**config.mk**
```make
export PLATFORM = sky130hd
export DESIGN_NAME = hockey_core_param
export DESIGN_NICKNAME = d
export VERILOG_FILES = /design/src/rtl/hockey_core_param.sv
export SDC_FILE = /design/constraint.sdc
export NUM_CORES = 1
export LEC_CHECK = 0
export CELL_PAD_IN_SITES_DETAIL_PLACEMENT = 1
export CELL_PAD_IN_SITES_GLOBAL_PLACEMENT = 1
export CORE_UTILIZATION = 35
export CTS_CLUSTER_SIZE = 28
export DETAILED_ROUTE_END_ITERATION = 16
export HOLD_SLACK_MARGIN = 0.05
export PLACE_DENSITY = 0.68
export SLEW_MARGIN = 20
export SYNTH_ARGS = -nofsm -noshare
export SYNTH_HDL_FRONTEND = slang
export SYNTH_SLANG_ARGS = --single-unit
```
**constraint.sdc**
```tcl
create_clock -name clk -period 3.67 [get_ports clk]
set_input_delay 0.367 -clock clk [delete_from_list [all_inputs] [get_ports clk]]
set_output_delay 0.367 -clock clk [all_outputs]
set_load 0.005 [all_outputs]
```
**src/rtl/hockey_core_param.sv**
```systemverilog
// Parametrised air-hockey game controller. The puck travels between player A (column 0)
// and player B (column X_MAX). It reflects off the top and bottom rows. A player
// returns the puck by pressing their button while their paddle row matches the puck row.
// A match ends when one player reaches WIN_SCORE; the scores are then cleared
// automatically.
//
// Ports:
//   clk, rst             clock, asynchronous active-low reset
//   BTN_A, BTN_B         debounced level buttons
//   DIR_A, DIR_B         launch direction: 01 up (+Y), 10 down (-Y), 00/11 straight
//   Y_in_A, Y_in_B       paddle rows
//   X_COORD, Y_COORD     puck position
//   SCORE_A, SCORE_B     points
//   STATE_OUT            encoded FSM state
//   WINNER               00 none, 01 A, 10 B
module hockey_core_param #(
  parameter int unsigned X_MAX      = 4,
  parameter int unsigned Y_MAX      = 4,
  parameter int unsigned XW         = 3,
  parameter int unsigned YW         = 3,
  parameter int unsigned WIN_SCORE  = 3,
  parameter int unsigned SW         = 2,
  parameter int unsigned STEP_TICKS = 2,
  parameter int unsigned RESP_TICKS = 2,
  parameter int unsigned DISP_TICKS = 2,
  parameter int unsigned SPEEDUP    = 1
) (
  input  logic          clk,
  input  logic          rst,
  input  logic          BTN_A,
  input  logic          BTN_B,
  input  logic [1:0]    DIR_A,
  input  logic [1:0]    DIR_B,
  input  logic [YW-1:0] Y_in_A,
  input  logic [YW-1:0] Y_in_B,
  output logic [XW-1:0] X_COORD,
  output logic [YW-1:0] Y_COORD,
  output logic [SW-1:0] SCORE_A,
  output logic [SW-1:0] SCORE_B,
  output logic [3:0]    STATE_OUT,
  output logic [1:0]    WINNER
);

  localparam int unsigned TMax0 = (STEP_TICKS > RESP_TICKS) ? STEP_TICKS : RESP_TICKS;
  localparam int unsigned TMax  = (TMax0 > DISP_TICKS) ? TMax0 : DISP_TICKS;
  localparam int unsigned TW    = $clog2(TMax + 1);

  localparam logic [XW-1:0] XLast    = XW'(X_MAX);
  localparam logic [YW-1:0] YLast    = YW'(Y_MAX);
  localparam logic [TW-1:0] StepInit = TW'(STEP_TICKS);
  localparam logic [TW-1:0] RespLast = TW'(RESP_TICKS - 1);
  localparam logic [TW-1:0] DispLast = TW'(DISP_TICKS - 1);
  localparam logic [SW-1:0] WinPts   = SW'(WIN_SCORE);

  typedef enum logic [3:0] {
    StIdle     = 4'd0,
    StDisplay  = 4'd1,
    StHitA     = 4'd2,
    StHitB     = 4'd3,
    StSendA    = 4'd4,
    StSendB    = 4'd5,
    StRespA    = 4'd6,
    StRespB    = 4'd7,
    StGoalA    = 4'd8,
    StGoalB    = 4'd9,
    StGameOver = 4'd10
  } state_e;

  state_e        state_q;
  logic          server_b_q;
  logic [XW-1:0] x_q;
  logic [YW-1:0] y_q;
  logic [1:0]    dir_q;
  logic [TW-1:0] step_q;
  logic [TW-1:0] timer_q;
  logic [SW-1:0] score_a_q;
  logic [SW-1:0] score_b_q;
  logic [1:0]    winner_q;

  logic [XW-1:0] x_inc;
  logic [XW-1:0] x_dec;
  logic [TW-1:0] step_dec;
  logic          step_due;

  // One vertical step with reflection; returns {new_dir, new_y}.
  function automatic logic [YW+1:0] y_move(input logic [YW-1:0] y, input logic [1:0] d);
    logic [YW+1:0] r;
    r = {d, y};
    case (d)
      2'b01:   r = (y >= YLast) ? {2'b10, y - YW'(1)} : {2'b01, y + YW'(1)};
      2'b10:   r = (y == '0) ? {2'b01, y + YW'(1)} : {2'b10, y - YW'(1)};
      default: r = {d, y};
    endcase
    return r;
  endfunction

  always_comb begin
    x_inc    = x_q + XW'(1);
    x_dec    = x_q - XW'(1);
    step_due = (timer_q == step_q - TW'(1));
    step_dec = ((SPEEDUP != 0) && (step_q > TW'(1))) ? step_q - TW'(1) : step_q;
  end

  always_ff @(posedge clk or negedge rst) begin
    if (!rst) begin
      state_q    <= StIdle;
      server_b_q <= 1'b0;
      x_q        <= '0;
      y_q        <= '0;
      dir_q      <= '0;
      step_q     <= '0;
      timer_q    <= '0;
      score_a_q  <= '0;
      score_b_q  <= '0;
      winner_q   <= '0;
    end else begin
      case (state_q)
        StIdle: begin
          if (BTN_A || BTN_B) begin
            server_b_q <= !BTN_A;  // A has priority when both press
            winner_q   <= '0;
            timer_q    <= '0;
            state_q    <= StDisplay;
          end
        end
        StDisplay: begin
          if (timer_q == DispLast) begin
            timer_q <= '0;
            state_q <= server_b_q ? StHitB : StHitA;
          end else begin
            timer_q <= timer_q + TW'(1);
          end
        end
        StHitA: begin
          if (BTN_A && (Y_in_A <= YLast)) begin
            x_q     <= '0;
            y_q     <= Y_in_A;
            dir_q   <= DIR_A;
            step_q  <= StepInit;
            timer_q <= '0;
            state_q <= StSendB;
          end
        end
        StHitB: begin
          if (BTN_B && (Y_in_B <= YLast)) begin
            x_q     <= XLast;
            y_q     <= Y_in_B;
            dir_q   <= DIR_B;
            step_q  <= StepInit;
            timer_q <= '0;
            state_q <= StSendA;
          end
        end
        StSendB: begin
          if (step_due) begin
            timer_q      <= '0;
            x_q          <= x_inc;
            {dir_q, y_q} <= y_move(y_q, dir_q);
            if (x_inc == XLast) state_q <= StRespB;
          end else begin
            timer_q <= timer_q + TW'(1);
          end
        end
        StSendA: begin
          if (step_due) begin
            timer_q      <= '0;
            x_q          <= x_dec;
            {dir_q, y_q} <= y_move(y_q, dir_q);
            if (x_dec == '0) state_q <= StRespA;
          end else begin
            timer_q <= timer_q + TW'(1);
          end
        end
        StRespB: begin
          if (BTN_B && (Y_in_B == y_q)) begin
            x_q          <= XLast - XW'(1);
            {dir_q, y_q} <= y_move(y_q, DIR_B);
            step_q       <= step_dec;
            timer_q      <= '0;
            state_q      <= StSendA;
          end else if (timer_q == RespLast) begin
            timer_q   <= '0;
            score_a_q <= (score_a_q < WinPts) ? score_a_q + SW'(1) : score_a_q;
            state_q   <= StGoalA;
          end else begin
            timer_q <= timer_q + TW'(1);
          end
        end
        StRespA: begin
          if (BTN_A && (Y_in_A == y_q)) begin
            x_q          <= XW'(1);
            {dir_q, y_q} <= y_move(y_q, DIR_A);
            step_q       <= step_dec;
            timer_q      <= '0;
            state_q      <= StSendB;
          end else if (timer_q == RespLast) begin
            timer_q   <= '0;
            score_b_q <= (score_b_q < WinPts) ? score_b_q + SW'(1) : score_b_q;
            state_q   <= StGoalB;
          end else begin
            timer_q <= timer_q + TW'(1);
          end
        end
        StGoalA: begin
          if (timer_q == DispLast) begin
            timer_q <= '0;
            if (score_a_q == WinPts) begin
              winner_q <= 2'b01;
              state_q  <= StGameOver;
            end else begin
              state_q <= StHitB;  // conceding player serves
            end
          end else begin
            timer_q <= timer_q + TW'(1);
          end
        end
        StGoalB: begin
          if (timer_q == DispLast) begin
            timer_q <= '0;
            if (score_b_q == WinPts) begin
              winner_q <= 2'b10;
              state_q  <= StGameOver;
            end else begin
              state_q <= StHitA;
            end
          end else begin
            timer_q <= timer_q + TW'(1);
          end
        end
        StGameOver: begin
          if (timer_q == DispLast) begin
            timer_q   <= '0;
            score_a_q <= '0;
            score_b_q <= '0;
            state_q   <= StIdle;
          end else begin
            timer_q <= timer_q + TW'(1);
          end
        end
        default: state_q <= StIdle;
      endcase
    end
  end

  assign X_COORD   = x_q;
  assign Y_COORD   = y_q;
  assign SCORE_A   = score_a_q;
  assign SCORE_B   = score_b_q;
  assign STATE_OUT = state_q;
  assign WINNER    = winner_q;

endmodule

```
# --- Word-level counts from Yosys, hierarchy flattened ---
# Cells that the tools add are included.
word_totals:
  out_inout_bits: 16
  reg_bits: 23
op_classes:
  mux: 71
  addsub: 8
  reduce_logical: 28
  n_eq_ne: 50
  n_lt_le_gt_ge: 6
op_table:
  columns: ["op", "count"]
  rows:
  - ["two-way mux 4 bit", 17]
  - ["two-way mux 2 bit", 28]
  - ["case mux 4 bit (11 select lines)", 1]
  - ["inequality test 2 bit (second input constant)", 21]
  - ["two-way mux 3 bit", 11]
  - ["case mux 5 bit (2 select lines)", 3]
  - ["case mux 3 bit (6 select lines)", 1]
  - ["equality test 4 x 3 -> 1 bit (second input constant)", 4]
  - ["case mux 3 bit (5 select lines)", 1]
  - ["AND reduction 5 bit", 3]
  - ["case mux 2 bit (7 select lines)", 1]
  - ["AND reduction 7 bit", 2]
  - ["AND reduction 13 bit", 1]
  - ["equality test 4 bit (second input constant)", 3]
  - ["equality test 2 bit (second input constant)", 5]
  - ["two-way mux 5 bit", 2]
  - ["case mux 2 bit (5 select lines)", 1]
  - ["inequality test 3 x 1 -> 1 bit (second input constant)", 3]
  - ["AND reduction 9 bit", 1]
  - ["equality test 2 x 1 -> 1 bit (second input constant)", 4]
  - ["equality test 4 x 2 -> 1 bit (second input constant)", 2]
  - ["case mux 2 bit (2 select lines)", 2]
  - ["case mux 2 bit (4 select lines)", 1]
  - ["nonzero test 7 bit", 1]
  - ["31 further kinds", 44]

# --- Depth between registers and ports, before layout ---
# Gate-level depths: netlist of the first run.
logic_depth:
  depth_word: 5
  mapped_depth: 7
  depth_no_buf: 7

# --- Least setup slack after synthesis of the first run ---
# OpenSTA, ideal clock, no wires.
synth_timing:
  path_kind: "register to register"
  from: "register step_q[0]"
  to: "register y_q[0] (netlist: Y_COORD[0])"
  t_required_ps: 3545
  setup_ps: 125
  stages_incl_launch_ff: 7
  t_arrival_ps: 1873
  setup_slack_ps: 1673
  cell_sequence: "dfrtp_1 > ha_1 > xor2_1 > nor3_1 > a21oi_1 > nor4_2 > mux2_2"
synth_via:
  elab_chain_len: 4
synth_lines:
  columns: ["element", "line_no", "rtl"]
  rows:
  - ["start: declaration", "74", "logic [TW-1:0] step_q;"]
  - ["start signal: assignment", "139", "step_q <= StepInit;"]
  - ["start signal: assignment", "149", "step_q <= StepInit;"]
  - ["start signal: assignment", "178", "step_q <= step_dec;"]
  - ["subtractor 2 x 1 -> 2 bit", "100", "step_due = (timer_q == step_q - TW'(1));"]
  - ["equality test 2 bit", "100", null]
  - ["inequality test 2 x 1 -> 1 bit (no source line)", null, null]
  - ["AND reduction 9 bit (no source line)", null, null]
  - ["end signal: assignment", "137", "y_q <= Y_in_A;"]
  - ["end signal: assignment", "147", "y_q <= Y_in_B;"]
  - ["end signal: assignment", "158", "{dir_q, y_q} <= y_move(y_q, dir_q);"]
  - ["end: declaration", "72", "logic [YW-1:0] y_q;"]
# No other way between the ends.
# A chain may end at the register's enable or synchronous reset.

# --- Worst setup path in the final report of the first run ---
layout_timing:
  from: "register state_q[1] (netlist: STATE_OUT[1])"
  to: "register score_b_q[0] (netlist: SCORE_B[0])"
layout_via:
  elab_chain_len: 3
  word_cells_on_any_way: 9
  classes_between: "6 x eq/ne; 1 x mux; 2 x reduce/logical"
layout_lines:
  columns: ["element", "line_no", "rtl"]
  rows:
  - ["start: declaration", "69", "state_e state_q;"]
  - ["start signal: assignment", "106", "state_q <= StIdle;"]
  - ["start signal: assignment", "123", "state_q <= StDisplay;"]
  - ["start signal: assignment", "129", "state_q <= server_b_q ? StHitB : StHitA;"]
  - ["equality test 4 x 3 -> 1 bit / equality test 4 bit (equally long branches)", "117", "case (state_q)"]
  - ["inequality test 2 bit (no source line) / nonzero test 2 bit (equally long branches)", null, null]
  - ["AND reduction 5 bit (no source line)", null, null]
  - ["end signal: assignment", "198", "score_b_q <= (score_b_q < WinPts) ? score_b_q + SW'(1) : score_b_q;"]
  - ["end: declaration", "77", "logic [SW-1:0] score_b_q;"]
# Parallel ways exist; a longest one is shown, timed or not.

==> metrics.md, run 1 <==
| Metric | Value |
|---|---|
| Outcome | `completed` |
| Worst-Skew Late Latency | `0.27 ns` |
| Yosys top cell area share | `26.7%` |
| Leak Pwr | `1.06 nW` |
| Post-DP Area | `0.00251 mm^2` |
| Post-CTS setup buffer count | `0` |
| Fmax | `0.389 GHz` |
| Total power divided by cell area | `899 mW/mm^2` |
| Total Wirelength | `6310 um` |
| Deepest clock path buffer count | `2` |
| DR WL/cell | `18.2 um` |
| Area grow syn2layout | `18.7%` |
| Row cnt | `28` |
| Metal2 WL | `3030 um` |
| Final setup vio count | `0` |
| CP endpoint kind | `flop` |
| Core Footprint | `0.00592 mm^2` |
| RSZ-0062 raised after global routing | `no` |
| Final worst-path cycle share | `70.0%` |
| Vias in the first global route | `2073` |
| Syn nets | `277` |
| Via density | `5.77` |
| First-pass GRT wire length | `10800 um` |
| Antenna Cells | `0` |
| Most common cell after layout, fill and taps aside | `clkdlybuf4s50_1` |
| Uppermost layer routed | `met4` |
| Synth Register Bits | `23` |
| Worst Slack Setup Final | `1.10 ns` |
| CP max FO | `22` |
| DIE WIDTH | `80.5 um` |
| Hold Vio Cnt, Final | `0` |
| Hold WC Path Type | `in -> async` |
| Clock skew after layout | `0.0109 ns` |
| Hold buffers post-CTS | `0` |
| # DRC | `0` |
| Pin count of the biggest net entering global routing | `24` |
| Max-Cap Viols | `0` |
| Syn_area_per_cell | `8.73 um^2` |
| Post-synth ARST share | `100%` |
| Worst Max-Slew Pin Slew | `0.708 ns` |
| H-tree depth | `1` |
| Root buf cell | `clkbuf_8` |
| Synthesized netlist cell count | `247` |
| Tot Pwr | `2.30 mW` |
| CP required | `3.88 ns` |
| Post-synthesis sequential area ratio | `26.7%` |
| Reg2Reg Setup Slack | `1.10 ns` |
| Max Transition Viols Final | `0` |
| CP Launch Type | `flop` |
| Routability Congestion | `0.804` |
| Total gr overflow | `0` |
| Tmin final | `2.57 ns` |
| Synth Flop Type | `dfrtp_1` |
| Clk sinks | `23` |
| Worst R2R End | `SCORE_B[0]$_DFFE_PN0P_` |
| Hold_ws | `0.461 ns` |
| Remaining antenna violation count | `0` |
| Setup WS pre-CTS | `1.02 ns` |
| Nets | `303` |
| Layout cells sized above 1 | `11.4%` |
| Initial antenna violation count | `0` |
| R2r startpoint | `STATE_OUT[1]$_DFFE_PN0P_` |
| Synth area leaders | `dfrtp_1 27%, ha_1 9.3%, mux2_2 5.2%` |
| Post-CTS sizing | `0` |
| Routed vias | `2002` |
| Initial DRC Count | `89` |
| Cts bufs inserted | `3` |
| Fin Setup TNS | `0 ns` |
| Pre-antenna DRT Iters | `4` |
| Met1 wire length | `3060 um` |
| Starting Density | `36.4%` |
| CTS tree | `built` |
| Final Cell Area | `0.00256 mm^2` |
| Met3 Routed Length | `191 um` |
| Die ar. | `0.00648 mm^2` |
| Netlist cell types | `59` |
| Yosys warnings | `0` |
| Reg clk slew, reported paths | `0.10 ns` |
| DIE HEIGHT | `80.5 um` |
| Post-synth EDFFs | `0` |
| Peak VDD IR | `0.292 mV` |
| CP Data Arrival Time | `2.78 ns` |
| R2R cell count | `5` |
| Detail Placement HPWL | `4860 um` |
| Relative slew margins | `52.3%` |
| PortBufs | `29` |
| Synth area leader | `dfrtp_1` |
| Syn Std Cell Area | `0.00216 mm^2` |
| Crit Path Class | `reg -> reg` |
| Commonest cells after routing, fill and taps aside | `29 x clkdlybuf4s50_1, 23 x dfrtp_1, 19 x nand2_1` |
| # IOs | `30` |
| Total track usage | `21.7%` |
| Fillers | `726` |
-- cell families (layout without fill, tap and decap cells) --
| family | count (synthesis) | after routing | synth area share, % |
|---|---|---|---|
| compound gates | 74 | 74 | 25.1 |
| xor+xnor | 11 | 11 | 4.82 |
| fa+ha+maj | 16 | 16 | 9.29 |
| buf+inv | 31 | 56 | 6.09 |
| flops | 23 | 23 | 26.7 |
| mux | 14 | 14 | 7.31 |
| simple gates | 78 | 78 | 20.7 |
-- stage by stage --
stage          util [%]  cells
2_1_floorplan         -    247
3_3_place_gp       42.5    343
3_5_place_dp       42.5    343
4_1_cts            43.2    347
5_1_grt            43.2    347
6_report           43.2    347
-- per-layer routing --
metal	GRT usage (%)	vias up
met1	30.9	991
met5	0	-
met3	1.70	2
met2	35.8	39
met4	3.93	0
li1	-	970
-- layout make-up --
class | instances | area [um^2] | share of cell area [%]
timing repair buffer | 34 | 328 | 12.8
tap | 75 | 93.8 | 3.67
sequential | 23 | 576 | 22.5
inverter | 18 | 67.6 | 2.64
clock inverter | 1 | 5.00 | 0.196
clock buffer | 3 | 41.3 | 1.61
multi-input combinational | 193 | 1450 | 56.6
-- critical path, stage by stage (launching register included) --
cell	delay [ns]
dfrtp_1	0.80
inv_1	0.39
nor4_1	0.63
o221ai_1	0.36
nor3_1	0.22
a21o_1	0.10
-- synthesized netlist by cell type (2+ instances only) --
| cell type | instances |
|---|---|
| nand4_1 | 2 |
| a211oi_1 | 3 |
| o32ai_1 | 5 |
| buf_4 | 3 |
| o32a_1 | 2 |
| nor2_1 | 14 |
| dfrtp_1 | 23 |
| a41o_2 | 2 |
| xor2_1 | 2 |
| nor2b_1 | 3 |
| or2_2 | 2 |
| inv_1 | 18 |
| nor4_1 | 4 |
| nor3_1 | 12 |
| ha_1 | 16 |
| o21ai_0 | 14 |
| mux2_2 | 10 |
| nand2_1 | 19 |
| a21o_1 | 4 |
| a31oi_1 | 2 |
| a21oi_1 | 14 |
| clkbuf_1 | 6 |
| a22oi_1 | 3 |
| buf_2 | 3 |
| mux2i_1 | 3 |
| o31ai_1 | 4 |
| a22o_1 | 2 |
| o211ai_1 | 3 |
| xnor2_1 | 8 |
| o221ai_1 | 4 |
| nand2b_1 | 7 |
| nor3b_1 | 3 |
-- report_power, final --
part | leakage [nW] | switching, mW | internal (mW)
sequential | 0.288 | 0.228 | 0.368
combinational | 0.746 | 0.781 | 0.759
clock | 0.0255 | 0.0902 | 0.0759
-- worst max path at each step --
stage | from | to | slack, ns
floorplan | step_q[0]$_DFFE_PN0P_ | Y_COORD[0]$_DFFE_PN0P_ | 1.67
global placement | DIR_A[0] | dir_q[1]$_DFFE_PN0P_ | 1.04
detailed placement | DIR_A[0] | dir_q[1]$_DFFE_PN0P_ | 1.02
CTS | STATE_OUT[1]$_DFFE_PN0P_ | SCORE_B[0]$_DFFE_PN0P_ | 1.06
global route | STATE_OUT[1]$_DFFE_PN0P_ | SCORE_B[0]$_DFFE_PN0P_ | 0.80
finish | STATE_OUT[1]$_DFFE_PN0P_ | SCORE_B[0]$_DFFE_PN0P_ | 1.10
-- state kept, by name, summed over array words and instances (netlist names) --
register,count
STATE_OUT,4
X_COORD,3
Y_COORD,3
SCORE_A,2
SCORE_B,2
WINNER,2
dir_q,2
step_q,2
timer_q,2
server_b_q,1
(Power assumes the default switching activity.)
==> run 2, diff against run 1 <==
--- a/config.mk
+++ b/config.mk
@@ -11,7 +11,7 @@
 export CTS_CLUSTER_SIZE = 28
 export DETAILED_ROUTE_END_ITERATION = 16
 export HOLD_SLACK_MARGIN = 0.05
-export PLACE_DENSITY = 0.68
+export PLACE_DENSITY = 0.71
 export SLEW_MARGIN = 20
 export SYNTH_ARGS = -nofsm -noshare
 export SYNTH_HDL_FRONTEND = slang
==> constraint.sdc (replaced) <==
create_clock -name clk -period 2.3 [get_ports clk]
set_input_delay 0.23 -clock clk [delete_from_list [all_inputs] [get_ports clk]]
set_output_delay 0.23 -clock clk [all_outputs]
set_load 0.005 [all_outputs]
==> run 2 against run 1 <==
Effect of this change: clock-buffer cell count unchanged; largest power group unchanged; sequential power increased by 47%; critical path type unchanged; first-iteration DRC count decreased by 39%; clock skew decreased by 0.0044 ns; critical path depth increased by 2; hold slack got worse by 0.14 ns; sequential share of layout area decreased by 1.6 points; cell area increased by 8.0%; largest cell class unchanged; non-clock buffer count increased by 27; final cell count increased by 7.8%; combinational power increased by 85%.
==> metrics.md, run 2 (same netlist as run 1, synthesis figures left out) <==
| Metric | Value |
|---|---|
| Total power divided by cell area | `1450 mW/mm^2` |
| Max incr delay on CP | `0.48 ns` |
| Cts bufs inserted | `3` |
| Max Transition Viols Final | `0` |
| Worst-Skew Late Latency | `0.28 ns` |
| Layout cells sized above 1 | `19.7%` |
| CP required | `2.47 ns` |
| Final worst-path cycle share | `94.4%` |
| DIE WIDTH | `80.5 um` |
| Outcome | `completed` |
| Most common cell after layout, fill and taps aside | `buf_4` |
| CP max FO | `7` |
| Clock skew after layout | `0.00643 ns` |
| Via density | `5.59` |
| Fillers | `713` |
| Root buf cell | `clkbuf_8` |
| Total gr overflow | `0` |
| Relative slew margins | `66.9%` |
| First-pass GRT wire length | `10700 um` |
| Deepest clock path buffer count | `2` |
| Hold WC Path Type | `in -> async` |
| Commonest cells after routing, fill and taps aside | `32 x buf_4, 29 x clkdlybuf4s50_1, 22 x dfrtp_1` |
| Pre-antenna DRT Iters | `4` |
| Max-Cap Viols | `0` |
| Buf/Inv on CP | `1` |
| Row cnt | `28` |
| Vias in the first global route | `2180` |
| Initial DRC Count | `54` |
| Remaining antenna violation count | `0` |
| Final Cell Area | `0.00276 mm^2` |
| # IOs | `30` |
| # DRC | `0` |
| CP endpoint kind | `flop` |
| Worst Max-Slew Pin Slew | `0.497 ns` |
| Max reg flops | `4` |
| Antenna Cells | `0` |
| Hold_ws | `0.321 ns` |
| Die ar. | `0.00648 mm^2` |
| Reg clk slew, reported paths | `0.09 ns` |
| Initial antenna violation count | `0` |
| PortBufs | `29` |
| Worst path slowest cell | `dfrtp_1` |
| Routed vias | `2090` |
| Routability Congestion | `0.869` |
| Peak VDD IR | `0.590 mV` |
| Total track usage | `21.7%` |
| DR WL/cell | `17.2 um` |
| Final setup vio count | `0` |
| Leak Pwr | `1.19 nW` |
| R2r startpoint | `X_COORD[0]$_DFFE_PN0P_` |
| Worst R2R End | `STATE_OUT[0]$_DFFE_PN0P_` |
| CP cell instances | `inv_1 > ha_1 > xor2_1 > o32ai_1 > a21oi_1 > nor3_1 > mux2_2` |
| Crit Path Class | `reg -> reg` |
| Starting Density | `36.4%` |
| RSZ-0062 raised after global routing | `no` |
| CP Data Arrival Time | `2.34 ns` |
| Nets | `330` |
| Fmax | `0.461 GHz` |
| H-tree depth | `1` |
| Fin cells | `374` |
| Dpl cells | `370` |
| Core Footprint | `0.00592 mm^2` |
| Reg2Reg Setup Slack | `0.13 ns` |
| CP delay by family, top | `flip-flops` |
| R2R cell count | `7` |
| CP Launch Type | `flop` |
| Tmin final | `2.17 ns` |
| Pin count of the biggest net entering global routing | `24` |
| Post-DP Area | `0.00272 mm^2` |
| CTS tree | `built` |
| Detail Placement HPWL | `5070 um` |
| Hold Vio Cnt, Final | `0` |
| Hold buffers post-CTS | `0` |
| Clk sinks | `23` |
| DIE HEIGHT | `80.5 um` |
| Area grow syn2layout | `28.2%` |
| Total Wirelength | `6420 um` |
[run 2: cell types whose count changed in the layout (fill, tap and decap cells not counted)]
cell / change
dfrtp_1: -1
dfrtp_2: +1
buf_4: +27
[run 2: layout make-up]
class	count	area, um^2	area share [%]
Tap cell	75	93.8	3.40
Clock buffer	3	41.3	1.49
Timing Repair Buffer	61	531	19.2
Inverter	18	67.6	2.44
Multi-Input combinational cell	193	1450	52.4
Sequential cell	23	577	20.9
Clock inverter	1	5.00	0.181
[run 2: worst max-delay path by stage]
stage                                       from                       end  depth (start not counted)
after global placement                  DIR_A[0]      dir_q[1]$_DFFE_PN0P_                          8
after floorplan            step_q[0]$_DFFE_PN0P_    Y_COORD[0]$_DFFE_PN0P_                          6
final                     X_COORD[0]$_DFFE_PN0P_  STATE_OUT[0]$_DFFE_PN0P_                          7
after detailed placement                DIR_A[0]      dir_q[1]$_DFFE_PN0P_                          8
after CTS                  step_q[0]$_DFFE_PN0P_    Y_COORD[1]$_DFFE_PN0P_                          7
after global routing      Y_COORD[0]$_DFFE_PN0P_    Y_COORD[1]$_DFFE_PN0P_                          7
[run 2: layer usage]
metal / vias up / global-route usage, % / share of wire (%)
met2: 39 / 36.1 / 47
met4: 0 / 5.54 / 0.89
met1: 1020 / 30.0 / 49
met5: - / 0 / 0
met3: 5 / 1.70 / 3.1
li1: 1026 / - / -
[run 2: through the flow]
step,utilization [%],TNS (ns),worst slack (ns),total power [mW]
CTS,46.7,0,0.0539,4.02
floorplan,-,0,0.303,2.62
global placement,45.9,0,0.0100,3.65
finish,46.7,0,0.129,4.00
detailed placement,45.9,-0.0485,-0.0485,3.74
global route,46.7,0,0.0178,4.33
[run 2: report_power, final]
group | leakage (nW) | switching (mW) | internal [mW]
combinational | 0.877 | 1.37 | 1.48
sequential | 0.286 | 0.289 | 0.591
clock | 0.0255 | 0.147 | 0.122
[run 2: what timing repair did]
item,in CTS,in global routing
endpoints found under the setup margin,0,5
buffers inserted,0,0
gates resized for setup,0,1
